### config.mk
export PLATFORM = sky130hd
export DESIGN_NAME = irig_frame_sequencer
export DESIGN_NICKNAME = d
export VERILOG_FILES = /design/src/rtl/irig_frame_sequencer.sv
export SDC_FILE = /design/constraint.sdc
export NUM_CORES = 1
export LEC_CHECK = 0
export BUFFER_PORTS_ARGS = -buffer_cell sky130_fd_sc_hd__clkbuf_2
export CAP_MARGIN = 20
export CORE_MARGIN = 5
export CORE_UTILIZATION = 55
export DETAILED_ROUTE_END_ITERATION = 8
export PLACE_DENSITY = 0.73
export SYNTH_ARGS = -nofsm -noshare
export SYNTH_HDL_FRONTEND = slang
export SYNTH_SLANG_ARGS = --single-unit
### constraint.sdc
create_clock -name i_clk -period 6.9 [get_ports i_clk]
set_input_delay 1.035 -clock i_clk [delete_from_list [all_inputs] [get_ports i_clk]]
set_output_delay 1.035 -clock i_clk [all_outputs]
set_load 0.005 [all_outputs]
### src/rtl/irig_frame_sequencer.sv
// IRIG-B frame sequencer: finds P0/Pr sync, tracks bit position 0..99 and
// emits one-cycle BCD strobes that steer a downstream bcd_accumulator.
module irig_frame_sequencer #(
  parameter int TIMEOUT_CYCLES = 200000
) (
  input  logic       i_clk,
  input  logic       i_rst_n,
  input  logic       i_symbol_valid,
  input  logic [1:0] i_symbol,
  output logic       o_bcd_bit,
  output logic [2:0] o_bcd_bit_idx,
  output logic [1:0] o_bcd_digit_idx,
  output logic [4:0] o_ts_select,
  output logic       o_accum_rst,
  output logic       o_ts_valid,
  output logic       o_locked,
  output logic       o_frame_err
);

  localparam int TW = $clog2(TIMEOUT_CYCLES + 1);
  localparam logic [TW-1:0] TIMEOUT_LAST = TW'(TIMEOUT_CYCLES - 1);

  localparam logic [1:0] SYM_ZERO   = 2'b00;
  localparam logic [1:0] SYM_ONE    = 2'b01;
  localparam logic [1:0] SYM_MARKER = 2'b10;
  localparam logic [1:0] SYM_ERROR  = 2'b11;

  localparam logic [4:0] SEL_SEC  = 5'b00001;
  localparam logic [4:0] SEL_MIN  = 5'b00010;
  localparam logic [4:0] SEL_HOUR = 5'b00100;
  localparam logic [4:0] SEL_DAY  = 5'b01000;
  localparam logic [4:0] SEL_YEAR = 5'b10000;

  typedef enum logic [1:0] {
    HUNT  = 2'd0,
    SYNC1 = 2'd1,
    FRAME = 2'd2
  } StateT;

  StateT           r_state;
  logic [6:0]      r_bitPos;
  logic [TW-1:0]   r_timeout;
  logic            r_bcdBit;
  logic [2:0]      r_bitIdx;
  logic [1:0]      r_digitIdx;
  logic [4:0]      r_tsSel;
  logic            r_accumRst;
  logic            r_tsValid;
  logic            r_frameErr;

  StateT           w_stateNext;
  logic [6:0]      w_bitPosNext;
  logic [TW-1:0]   w_timeoutNext;
  logic            w_bcdBitNext;
  logic [2:0]      w_bitIdxNext;
  logic [1:0]      w_digitIdxNext;
  logic [4:0]      w_tsSelNext;
  logic            w_accumRstNext;
  logic            w_tsValidNext;
  logic            w_frameErrNext;

  logic [6:0]      w_nextPos;
  logic            w_isMarkPos;
  logic            w_isMarker;
  logic            w_expire;
  logic [4:0]      w_mapSel;
  logic [1:0]      w_mapDigit;
  logic [2:0]      w_mapIdx;

  // Position the incoming symbol would occupy inside the frame, and whether
  // that slot must carry a position marker (9, 19, ..., 99).
  assign w_nextPos   = r_bitPos + 7'd1;
  assign w_isMarkPos = ((w_nextPos % 7'd10) == 7'd9);
  assign w_isMarker  = (i_symbol == SYM_MARKER);
  assign w_expire    = !i_symbol_valid && (r_timeout == TIMEOUT_LAST);

  // Translate frame position into timestamp field, digit and bit weight.
  always_comb begin
    w_mapSel   = '0;
    w_mapDigit = '0;
    w_mapIdx   = '0;
    case (w_nextPos) inside
      [7'd1:7'd4]:   begin w_mapSel = SEL_SEC;  w_mapDigit = 2'd0; w_mapIdx = 3'(w_nextPos - 7'd1);  end
      [7'd6:7'd8]:   begin w_mapSel = SEL_SEC;  w_mapDigit = 2'd1; w_mapIdx = 3'(w_nextPos - 7'd6);  end
      [7'd10:7'd13]: begin w_mapSel = SEL_MIN;  w_mapDigit = 2'd0; w_mapIdx = 3'(w_nextPos - 7'd10); end
      [7'd15:7'd17]: begin w_mapSel = SEL_MIN;  w_mapDigit = 2'd1; w_mapIdx = 3'(w_nextPos - 7'd15); end
      [7'd20:7'd23]: begin w_mapSel = SEL_HOUR; w_mapDigit = 2'd0; w_mapIdx = 3'(w_nextPos - 7'd20); end
      [7'd25:7'd26]: begin w_mapSel = SEL_HOUR; w_mapDigit = 2'd1; w_mapIdx = 3'(w_nextPos - 7'd25); end
      [7'd30:7'd33]: begin w_mapSel = SEL_DAY;  w_mapDigit = 2'd0; w_mapIdx = 3'(w_nextPos - 7'd30); end
      [7'd35:7'd38]: begin w_mapSel = SEL_DAY;  w_mapDigit = 2'd1; w_mapIdx = 3'(w_nextPos - 7'd35); end
      [7'd40:7'd41]: begin w_mapSel = SEL_DAY;  w_mapDigit = 2'd2; w_mapIdx = 3'(w_nextPos - 7'd40); end
      [7'd50:7'd53]: begin w_mapSel = SEL_YEAR; w_mapDigit = 2'd0; w_mapIdx = 3'(w_nextPos - 7'd50); end
      [7'd55:7'd58]: begin w_mapSel = SEL_YEAR; w_mapDigit = 2'd1; w_mapIdx = 3'(w_nextPos - 7'd55); end
      default: ;
    endcase
  end

  // Next-state and next-output logic; pulses default low, BCD data holds.
  always_comb begin
    w_stateNext    = r_state;
    w_bitPosNext   = r_bitPos;
    w_timeoutNext  = r_timeout;
    w_bcdBitNext   = r_bcdBit;
    w_bitIdxNext   = r_bitIdx;
    w_digitIdxNext = r_digitIdx;
    w_tsSelNext    = '0;
    w_accumRstNext = 1'b0;
    w_tsValidNext  = 1'b0;
    w_frameErrNext = 1'b0;

    case (r_state)
      HUNT: begin
        w_timeoutNext = '0;
        w_bitPosNext  = '0;
        if (i_symbol_valid && w_isMarker) begin
          w_stateNext = SYNC1;
        end
      end

      SYNC1: begin
        if (i_symbol_valid) begin
          w_timeoutNext = '0;
          if (w_isMarker) begin
            w_stateNext    = FRAME;
            w_bitPosNext   = '0;
            w_accumRstNext = 1'b1;
          end else begin
            w_stateNext = HUNT;
          end
        end else if (w_expire) begin
          w_stateNext    = HUNT;
          w_frameErrNext = 1'b1;
        end else begin
          w_timeoutNext = r_timeout + TW'(1);
        end
      end

      FRAME: begin
        if (i_symbol_valid) begin
          w_timeoutNext = '0;
          if (i_symbol == SYM_ERROR) begin
            w_stateNext    = HUNT;
            w_frameErrNext = 1'b1;
          end else if (r_bitPos == 7'd99) begin
            // Symbol after P0 must be the reference marker Pr.
            if (w_isMarker) begin
              w_bitPosNext   = '0;
              w_accumRstNext = 1'b1;
            end else begin
              w_stateNext    = HUNT;
              w_frameErrNext = 1'b1;
            end
          end else if (w_isMarker != w_isMarkPos) begin
            w_stateNext    = HUNT;
            w_frameErrNext = 1'b1;
          end else begin
            w_bitPosNext = w_nextPos;
            if (w_isMarker && (w_nextPos == 7'd99)) begin
              w_tsValidNext = 1'b1;
            end else if (w_mapSel != 5'b00000) begin
              w_tsSelNext    = w_mapSel;
              w_digitIdxNext = w_mapDigit;
              w_bitIdxNext   = w_mapIdx;
              w_bcdBitNext   = (i_symbol == SYM_ONE);
            end
          end
        end else if (w_expire) begin
          w_stateNext    = HUNT;
          w_frameErrNext = 1'b1;
        end else begin
          w_timeoutNext = r_timeout + TW'(1);
        end
      end

      default: begin
        w_stateNext = HUNT;
      end
    endcase
  end

  // State, position, timeout and registered outputs.
  always_ff @(posedge i_clk or negedge i_rst_n) begin
    if (!i_rst_n) begin
      r_state    <= HUNT;
      r_bitPos   <= '0;
      r_timeout  <= '0;
      r_bcdBit   <= 1'b0;
      r_bitIdx   <= '0;
      r_digitIdx <= '0;
      r_tsSel    <= '0;
      r_accumRst <= 1'b0;
      r_tsValid  <= 1'b0;
      r_frameErr <= 1'b0;
    end else begin
      r_state    <= w_stateNext;
      r_bitPos   <= w_bitPosNext;
      r_timeout  <= w_timeoutNext;
      r_bcdBit   <= w_bcdBitNext;
      r_bitIdx   <= w_bitIdxNext;
      r_digitIdx <= w_digitIdxNext;
      r_tsSel    <= w_tsSelNext;
      r_accumRst <= w_accumRstNext;
      r_tsValid  <= w_tsValidNext;
      r_frameErr <= w_frameErrNext;
    end
  end

  assign o_bcd_bit       = r_bcdBit;
  assign o_bcd_bit_idx   = r_bitIdx;
  assign o_bcd_digit_idx = r_digitIdx;
  assign o_ts_select     = r_tsSel;
  assign o_accum_rst     = r_accumRst;
  assign o_ts_valid      = r_tsValid;
  assign o_locked        = (r_state == FRAME);
  assign o_frame_err     = r_frameErr;

endmodule

==> results.md <==
* Cell Area, Synth at 3790 um2
* Max stage delay cell, worst path: xnor2_1
* TNS Setup at 0 ns
* DRC viols at 0
* Most numerous cell on the critical path: ha_1
* Std cell rows at 30
* Die Ht at 93.0 um
* Switching part of the total power at 0.393
* Final setup viols at 0
* CP Launch Type: register
* Initial Util at 0.561
* Clock Skews at 0.00887 ns
* Yosys cell types at 74
* Crit-path cells: ha_1 -> xnor2_1 -> inv_1 -> ha_1 -> nor2_1 -> nand2_1 -> a211oi_1 -> a21oi_1 -> o211ai_1 -> and4b_1 -> or2_1 -> o22ai_4 -> nand3_4 -> mux2_4
* Worst VDD drop at 0.000231 V
* 1st-iter DRT viols at 303
* Avg Inst Size Synth at 8.22 um2
* Clock Latency Late Sink at 0.30 ns
* R2r setup slk at 1.79 ns
* Area Overhead vs Synth at 4.92%
* Register area share after synthesis at 0.271
* RSZ-0062 raised after global routing: false
* Final HPWL DP at 7500 um
* Power density cells at 179 nW/um2
* Detailed Routing Iterations Pass 1 at 6
* Worst path max stage delay at 0.80 ns
* Post-route minimum period at 5.11 ns
* ANT cells at 0
* GPL Wtd Cong at 0.966
* Combinational Power Share at 0.383
* Post-DRT Antenna Nets at 0
* CTS tree: done
* Root buffer cell: clkbuf_8
* Max Root-Sink Buffers at 2
* Total track usage at 0.247
* Critical Path End Type: register
* Post-synth ARST share at 1.00
* CTS-repair resized insts at 0
* Status: finished, final reports clean
* Die Wd at 93.0 um
* Commonest cells post-synth: 41 x dfrtp_1, 41 x nor2_1, 38 x nand2_1, 36 x o21ai_0, 30 x a21oi_1
* Worst-path clk slew at 0.08 ns
* # Max-Cap Violations at 0
* #FFs+latches synth at 41
* Largest net degree at the start of global routing at 42
* Final nets at 484
* Initial antenna violation count at 0
* Critical Path RT at 7.09 ns
* Post-synth top area cell: dfrtp_1
* CTS Buf Count at 5
* Drt total wl at 10,300 um
* Clock power frac at 0.232
* Syn Nets at 480
* Final Slew Violations at 0
* Ys flop type: dfrtp_1
* Placeable Area at 6760 um2
* # Post-CTS Setup Buffers at 0
* Psw at 0.280 mW
* Clk sink count at 41
* Util after Layout at 0.589
* Hold Crit Class: register to register
* Actual slew at the worst max-slew pin at 1.06 ns
* Ports at 20
* Fmax at 196 MHz
* Die area at 8650 um2
* H-tree level count at 2
* Crit-path max FO at 26
* Setup CP Type: register to register
* Critical path arrival at 5.30 ns
* Ranking of synthesized cells by area: dfrtp_1 27%, o21ai_0 4.8%, ha_1 4.6%, nor2_1 4.1%, a21oi_1 4.0%
* Buffers on Ports at 19
* Cells after Synth at 461
* Wire per inst at 18.9 um
* Sequential power share at 0.385
* Ys Warns at 0
* Final period utilization at 0.741
* Slew margin rel. at 0.293
* Cts-stage hold buffer count at 0
* Yosys top cell area share at 0.271
* Remaining global-route overflow at 0
* First-pass GRT wire length at 17,300 um
* Fin. Hold Viols at 0
* Number of synthesized flops with an enable pin at 0
* DR vias at 3,663
* Layout cells sized above 1 at 0.116
* Pint at 0.432 mW
* Vias in the first global route at 3,482
* Avg Vias per Cell at 6.72
* Pleak at 1.65 nW
==> through the flow <==
| stage | cells | hold slack, ns | power (mW) | worst slack (ns) | cell area, um2 |
|---|---|---|---|---|---|
| after floorplan | 461 | 0.456 | 0.475 | 3.32 | 3790 |
| after global placement | 537 | 0.483 | 0.542 | 2.06 | 3870 |
| after detailed placement | 537 | 0.487 | 0.544 | 1.85 | 3870 |
| after CTS | 544 | 0.505 | 0.709 | 1.83 | 3960 |
| after global routing | 545 | 0.538 | 0.754 | 1.38 | 3980 |
| final | 545 | 0.500 | 0.712 | 1.79 | 3980 |
==> final cells by class <==
cell class | count | area [um2]
Sequential cell | 41 | 1030
Fill cell | 646 | 2780
Tap cell | 80 | 100
Timing Repair Buffer | 22 | 130
Inverter | 15 | 56.3
Clock buffer | 6 | 82.6
Multi-Input combinational cell | 380 | 2570
Clock inverter | 1 | 7.51
==> final timing paths <==
| path | to | cells after the start | startpoint |
|---|---|---|---|
| min reg2reg | r_timeout[1]$_DFFE_PN0P_ | 2 | r_timeout[1]$_DFFE_PN0P_ |
| max | o_bcd_bit_idx[1]$_DFFE_PN0P_ | 14 | r_bitPos[0]$_DFFE_PN0P_ |
| min in group asynchronous | r_timeout[9]$_DFFE_PN0P_ | 1 | i_rst_n |
| max reg2reg | o_bcd_bit_idx[1]$_DFFE_PN0P_ | 14 | r_bitPos[0]$_DFFE_PN0P_ |
| min | r_timeout[1]$_DFFE_PN0P_ | 2 | r_timeout[1]$_DFFE_PN0P_ |
| max in group asynchronous | r_bitPos[3]$_DFFE_PN0P_ | 2 | i_rst_n |
==> cell usage in the layout (no fill, tap or decap), types with 3 or more instances in the layout <==
master    instances
a22oi_1           3
nand2_1          38
xnor2_1           9
mux2i_1           4
mux2_4            7
a21oi_1          30
a31oi_1          10
o22ai_1           4
nand4_1          11
clkbuf_8          6
nand3_1          21
nand3b_1          4
nand2b_1          8
inv_1            14
a21boi_0          3
o31ai_1           6
nor4_1            6
a211oi_1          4
o21ai_0          36
nor2_1           41
or4_1             3
and3_1            8
nor3_1           12
clkbuf_2         19
nor2b_1          10
xnor2_2           4
xor2_1           12
o211ai_1          5
a21o_1            3
ha_1             14
and2_1            7
dfrtp_1          41
==> flip-flops by register name (all words and copies together) (netlist names) <==
name / flops
r_state: 2
o_bcd_digit_idx: 2
r_bitPos: 7
o_frame_err: 1
o_bcd_bit_idx: 3
o_ts_select: 5
o_bcd_bit: 1
o_accum_rst: 1
o_ts_valid: 1
r_timeout: 18
==> power by group through the flow <==
stage          logic, mW  registers [mW]  clock network (mW)
6_report           0.273           0.274               0.165
2_1_floorplan      0.204           0.271                   0
4_1_cts            0.267           0.274               0.169
5_1_grt            0.298           0.277               0.179
3_3_place_gp       0.264           0.277                   0
3_5_place_dp       0.266           0.278                   0
==> cell families after synthesis <==
family,synth area share
and+or+nand+nor,0.264
AOI/OAI and AO/OA,0.259
DFF,0.271
buffers and inverters,0.0502
xor gates and xnor gates,0.0657
adders and majority gates,0.0462
muxes,0.0442
==> routing by layer <==
metal | wire length (um) | up-vias | track usage
li1 | - | 1730 | -
met1 | 4380 | 1785 | 0.326
met2 | 5080 | 129 | 0.407
met3 | 607 | 19 | 0.0394
met4 | 252 | 0 | 0.0965
met5 | 0 | - | 0
==> worst max-delay path: cells and delay by family (launching register included) <==
| family | cells | cell delay [ns] |
|---|---|---|
| compound gates | 4 | 0.80 |
| xor+xnor | 1 | 0.80 |
| fa+ha+maj | 2 | 0.94 |
| buf+inv | 1 | 0.38 |
| flops | 1 | 0.68 |
| mux | 1 | 0.35 |
| simple gates | 5 | 1.04 |
Power figures use the tool's default switching activity.
